### src/rtl/alu_result_buffer.sv
// First-word-fall-through buffer for ALU results and flags, with saturating
// error/drop statistics and a sticky overflow bit.
module alu_result_buffer #(
   parameter int unsigned DATA_WIDTH = 4,
   parameter int unsigned DEPTH      = 8,
   parameter int unsigned CNT_WIDTH  = 8
) (
   input  logic                       i_clk,
   input  logic                       i_rstn,
   input  logic                       i_valid,
   input  logic [DATA_WIDTH-1:0]      i_result,
   input  logic [3:0]                 i_flag,
   output logic                       o_ready,
   input  logic                       i_pop,
   output logic                       o_valid,
   output logic [DATA_WIDTH-1:0]      o_result,
   output logic [3:0]                 o_flag,
   output logic [$clog2(DEPTH):0]     o_count,
   input  logic                       i_clr_stats,
   output logic [CNT_WIDTH-1:0]       o_err_cnt,
   output logic [CNT_WIDTH-1:0]       o_drop_cnt,
   output logic                       o_sticky_ovf
);

   localparam int unsigned AW = $clog2(DEPTH);
   localparam int unsigned EW = DATA_WIDTH + 4;
   localparam logic [AW:0] FULL_CNT = (AW + 1)'(DEPTH);
   localparam logic [CNT_WIDTH-1:0] CNT_MAX = '1;

   logic [EW-1:0]        r_mem [DEPTH];
   logic [AW-1:0]        r_wptr;
   logic [AW-1:0]        r_rptr;
   logic [AW:0]          r_count;
   logic [CNT_WIDTH-1:0] r_err_cnt;
   logic [CNT_WIDTH-1:0] r_drop_cnt;
   logic                 r_sticky_ovf;

   logic          w_full;
   logic          w_empty;
   logic          w_push;
   logic          w_pop;
   logic          w_drop;
   logic          w_err;
   logic [EW-1:0] w_head;

   always_comb begin
      w_full  = (r_count == FULL_CNT);
      w_empty = (r_count == '0);
      w_push  = i_valid && !w_full;
      w_drop  = i_valid && w_full;
      w_pop   = i_pop && !w_empty;
      w_err   = i_flag[0] || i_flag[3];
      w_head  = r_mem[r_rptr];
   end

   // Storage is not reset; the head outputs are gated by occupancy instead.
   always_ff @(posedge i_clk) begin
      if (w_push) begin
         r_mem[r_wptr] <= {i_flag, i_result};
      end
   end

   always_ff @(posedge i_clk or negedge i_rstn) begin
      if (!i_rstn) begin
         r_wptr  <= '0;
         r_rptr  <= '0;
         r_count <= '0;
      end else begin
         if (w_push) begin
            r_wptr <= r_wptr + 1'b1;
         end
         if (w_pop) begin
            r_rptr <= r_rptr + 1'b1;
         end
         if (w_push && !w_pop) begin
            r_count <= r_count + 1'b1;
         end else if (w_pop && !w_push) begin
            r_count <= r_count - 1'b1;
         end
      end
   end

   // Clear wins over any increment in the same cycle.
   always_ff @(posedge i_clk or negedge i_rstn) begin
      if (!i_rstn) begin
         r_err_cnt    <= '0;
         r_drop_cnt   <= '0;
         r_sticky_ovf <= 1'b0;
      end else if (i_clr_stats) begin
         r_err_cnt    <= '0;
         r_drop_cnt   <= '0;
         r_sticky_ovf <= 1'b0;
      end else begin
         if (w_push && w_err && (r_err_cnt != CNT_MAX)) begin
            r_err_cnt <= r_err_cnt + 1'b1;
         end
         if (w_drop && (r_drop_cnt != CNT_MAX)) begin
            r_drop_cnt <= r_drop_cnt + 1'b1;
         end
         if (w_push && i_flag[3]) begin
            r_sticky_ovf <= 1'b1;
         end
      end
   end

   always_comb begin
      o_ready      = !w_full;
      o_valid      = !w_empty;
      o_count      = r_count;
      o_result     = w_empty ? '0 : w_head[DATA_WIDTH-1:0];
      o_flag       = w_empty ? '0 : w_head[EW-1:DATA_WIDTH];
      o_err_cnt    = r_err_cnt;
      o_drop_cnt   = r_drop_cnt;
      o_sticky_ovf = r_sticky_ovf;
   end

endmodule

### config.mk
export PLATFORM = sky130hd
export DESIGN_NAME = alu_result_buffer
export DESIGN_NICKNAME = d
export VERILOG_FILES = /design/src/rtl/alu_result_buffer.sv
export SDC_FILE = /design/constraint.sdc
export NUM_CORES = 1
export LEC_CHECK = 0
export ABC_AREA = 1
export CORE_ASPECT_RATIO = 1.1
export CORE_MARGIN = 5
export CORE_UTILIZATION = 53
export CTS_BUF_LIST = sky130_fd_sc_hd__clkbuf_2 sky130_fd_sc_hd__clkbuf_4 sky130_fd_sc_hd__clkbuf_8
export CTS_CLUSTER_DIAMETER = 30
export DETAILED_ROUTE_END_ITERATION = 16
export GPL_TIMING_DRIVEN = 0
export PLACE_DENSITY = 0.9
export SYNTH_ARGS = -nofsm -noshare
export SYNTH_HDL_FRONTEND = slang
export SYNTH_SLANG_ARGS = --single-unit
### constraint.sdc
create_clock -name i_clk -period 2.03 [get_ports i_clk]
set_input_delay 0.3045 -clock i_clk [delete_from_list [all_inputs] [get_ports i_clk]]
set_output_delay 0.3045 -clock i_clk [all_outputs]
set_load 0.01 [all_outputs]
Word level (Yosys, flattened, before mapping) --
Memory sizes are Yosys's and may differ from the RTL's. Index checks and enable logic that the tools add are counted.
Operators by class: $add $sub $neg 6, equal/unequal tests 3, mux-type cells 12, reductions and logical operators 19
Operators by type and width (count):
- $mux 8 | 4
- $add 8x1->8 const B | 2
- $mux 4 | 4
- $ne 8x8->1 const B | 2
- $logic_and 1x1->1 | 9
- $reduce_bool 2->1 | 4
- $add 3x1->3 const B | 2
- $add 4x1->4 const B | 1
- $eq 4x4->1 const B | 1
- $logic_not 1->1 | 4
- $logic_not 4->1 | 1
- $mux 1 | 4
- $sub 4x1->4 const B | 1
- $logic_or 1x1->1 | 1
Word-level totals: register bits 27, memory bits (writable) 64, memories kept 1
Memories:
- r_mem | words 8, width 8, read ports 1, clocked after memory_dff 0, wr ports 1, line 30 | logic [EW-1:0] r_mem [DEPTH];

Longest topological paths before layout --
depth in word-level cells 7, gate-level depth with buffers 12, depth with buffers taken out 12

Worst setup path before layout --
OpenSTA, ideal clock, no wires.
kind register to register, start register r_count[1] (netlist: o_count[1]), end register r_count[3] (netlist: o_count[3]), arrival time 1.991 ns, data required time 1.965 ns, slack -0.026 ns, cell stages (with the launch flop) 12, buffers on the path 0, cell sequence dfrtp_1 > nor2_2 > nand2_1 > nand2_1 > ha_1 > inv_1 > ha_1 > or2_2 > nand2_1 > xnor2_1 > nand2_1 > nand2_1
On the way: cells in the longest elaborated chain, start to end 6
Ends and longest elaborated chain:
- start: declaration | line 33 | logic [AW:0] r_count;
- start signal: assignment | line 76 | r_count <= r_count + 1'b1;
- start signal: assignment | line 78 | r_count <= r_count - 1'b1;
- parallel branches: the longest is 6 deep, another holds $sub 4x1->4
Several ways; the timed one is not identified. The select of a mux whose other input is x is not followed. A chain may end at the register's enable or synchronous reset.

Worst setup path in the final report --
start register r_rptr[0], end output port o_result[3]
On the way: cells in the longest elaborated chain, start to end 2
Ends and longest elaborated chain:
- start: declaration | line 32 | logic [AW-1:0] r_rptr;
- start signal: assignment | line 73 | r_rptr <= r_rptr + 1'b1;
- $mem_v2 8x8
- $mux 4 | line 110 | o_result = w_empty ? '0 : w_head[DATA_WIDTH-1:0];
- end: declaration | line 16 | output logic [DATA_WIDTH-1:0] o_result,
Every way passes these cells.

==> metrics.txt <==
Via-to-Cell Ratio=5.45; DIE AREA=9760 um2; failing checks=negative setup slack; via count=3288; dpl cells=574; clk root buf=clkbuf_8; DP HPWL=6380 um; Starting Density=53.6%; Core ar.=7780 um2; die height=103 um; vias in the first global route=3248; CTS tree=built; Post-Synth Adder-Cell Area=2.58%; gr usage total=21.3%; largest net degree at the start of global routing=28; mux share of post-synthesis cell area=0%; final period utilization=103%; Synth Warn #=0; Post-Syn Nets=445; total clock sinks=91; max-cap viol count=0; row count=34; Post-Syn Area=4180 um2; Worst path slowest cell=dfrtp_2; Pwr Total=6.75 mW; CP Buf/Inv Count=3; Layout Cells excl Fill=603; status=complete, but fails checks; Final min period=2.09 ns; VDD IR max=0.551 mV; Rel. slew slack=39.9%; total number of H-tree levels=3; IO Pins=44; die span in x=94.6 um; Synth Area in Compound Gates=7.22%; IO buf count=42; most used cell, CP=nor2_1; xor and xnor area share after synthesis=2.10%; Design Area, Final=5160 um2; Clock Pin Slew Worst Setup and Hold Paths=0.10 ns; Hold Fails Final Rpt=0; Worst Setup Slack post-DPL=-0.394 ns; final WL=9920 um; worst path cell trace=buf_8 -> buf_6 -> nor2_1 -> nor2_1 -> o21ai_1 -> nand3_1 -> nand2_1 -> nor2_2 -> buf_2; RD Place Congestion=0.897; Req. time, crit path=1.73 ns; worst slew pin tran=0.899 ns; Cells after Synth=424; Leakage=2.11 nW; # setup viols final=3; first-pass GRT wire length=15700 um; Clk Latency, worst-skew pair=0.36 ns; clock skew=0.0114 ns; Congestion Overflow GR=0; DRC viols=0; drt first pass iters=6; wire per inst=16.5 um; CP Class=flop to output port; pwr dens=1310 nW/um2; CTS Buf Count=9; Mapped Avg Cell Area=9.85 um2; nets@finish=511; RSZ-0062 raised after global routing=yes; n_diodes=0; delay-heaviest family, CP=flip-flops; Synth Area in Simple Gates=21.7%; peak fanout along the critical path=8; Antenna Nets Post-Route=0; Fin Setup TNS=-0.135 ns; setup ws final=-0.0649 ns; largest family of logic cells by synthesized area=simple AND/OR/NAND/NOR gates; Seq cells post-synth=91; CP arrival=1.79 ns; CP endpoint kind=output port; Worst Hold Class=primary input to flop; post-synthesis sequential area ratio=62.2%; area grow syn2layout=23.5%; Final Max Slew Viols=0; CP Launch Type=flop; crit-path max cell delay=0.49 ns; Max Buffers Root-to-Sink=2; Placement Cell Area=4740 um2; Max Fclk=477 MHz; antenna violations before repair=0; Synth cell types=26; fraction of layout cells with a size suffix above 1=17.6%; initial drt markers=166
==> repair_timing <==
item	in CTS	in global routing
hold endpoints to repair	0	21
endpoints found under the setup margin	42	41
buffers inserted	7	5
resized for setup	71	22
pin swaps	4	8
hold buffers	0	1
==> synthesized netlist by cell type <==
master,instances,area share [%]
dfrtp_1,27,16
o21bai_1,2,0.36
or2_2,2,0.30
nand2_1,70,6.3
clkinv_1,2,0.18
nand3_2,1,0.24
clkbuf_1,4,0.36
a21oi_4,1,0.39
nor2_1,90,8.1
o21ai_0,39,4.7
nand4_1,1,0.15
or2_4,1,0.21
o21ai_1,8,0.96
buf_2,10,1.2
inv_2,3,0.27
nor2_2,10,1.5
inv_1,24,2.2
xor2_1,5,1.0
ha_1,7,2.1
nand3_1,38,4.6
edfxtp_1,64,46
a21oi_1,7,0.84
fa_1,1,0.48
nand2_2,1,0.15
nor2_4,1,0.27
xnor2_1,5,1.0
==> per-stage QoR <==
step                      hold WS [ns]  util, %
after detailed placement         0.515     60.8
final                            0.232     66.2
after floorplan                0.00891        -
after global placement           0.515     60.8
after global routing             0.248     66.2
after CTS                        0.216     65.3
==> kinds of logic after synthesis <==
logic type / after synthesis
adder cells (fa/ha/maj): 8
AND/OR/NAND/NOR: 215
AO/OA/AOI/OAI: 57
flip-flops: 91
XOR/XNOR: 10
buffers and inverters: 43
==> worst reg2reg max path, stage by stage (launching register included) <==
cell and delay, ns:
dfrtp_2 0.46, inv_2 0.08, nor2_4 0.04, a21oi_4 0.18, nand2_1 0.13, nor2_1 0.70
==> where the power goes <==
group          internal [mW]  switching, mW  total, mW
Combinational           1.28           1.77       3.06
Clock                  0.482          0.709       1.19
Sequential              2.32          0.186       2.50
==> state kept, by name, indices dropped and copies added (netlist names) <==
signal,cells
o_count,4
o_drop_cnt,8
o_err_cnt,8
o_sticky_ovf,1
r_mem,64
r_rptr,3
r_wptr,3
==> path summary, 6_finish.rpt <==
path / from / slack [ns] / cells past startpoint / end
max: r_rptr[0] / -0.06 / 9 / o_result[3]
min: i_clr_stats / 0.23 / 2 / o_sticky_ovf
max reg2reg: o_count[3] / 0.07 / 5 / r_mem[7][4]
min reg2reg: o_drop_cnt[1] / 0.54 / 2 / o_drop_cnt[1]
max in group asynchronous: i_rstn / 1.09 / 2 / o_count[3]
min in group asynchronous: i_rstn / 0.49 / 2 / o_err_cnt[4]
==> metal layers <==
metal  GRT usage [%]  wire length [um]  up-vias
li1                -                 -     1550
met3            3.87               769       18
met2            36.1              5040      167
met5               0                 0        -
met4            8.88               197        0
met1            27.1              3920     1553
==> cells in the final DEF, fill, tap and decap left out, types with 2 or more instances in the layout <==
master	n
edfxtp_1	64
nor2_2	9
ha_1	5
o21bai_1	2
nand3_1	38
buf_4	12
clkdlybuf4s50_1	32
dfrtp_2	5
inv_8	3
dfrtp_1	22
nand2_1	67
buf_2	10
clkbuf_8	9
nor2_4	7
buf_8	5
buf_6	4
inv_2	3
nor2_1	85
a21oi_1	7
inv_1	23
o21ai_0	29
clkinv_4	4
or2_2	2
nand2_2	4
o21ai_1	18
xor2_1	5
xnor2_1	5
==> area by class of cell <==
| class | count | area, um2 |
|---|---|---|
| tap | 108 | 135 |
| inverter | 29 | 116 |
| timing repair buffer | 55 | 497 |
| buffer | 14 | 143 |
| multi-input combinational | 290 | 1470 |
| clock inverter | 7 | 68.8 |
| clock buffer | 9 | 124 |
| sequential | 91 | 2600 |
| fill | 576 | 2630 |
No activity file was read; power rests on OpenSTA's default activity.
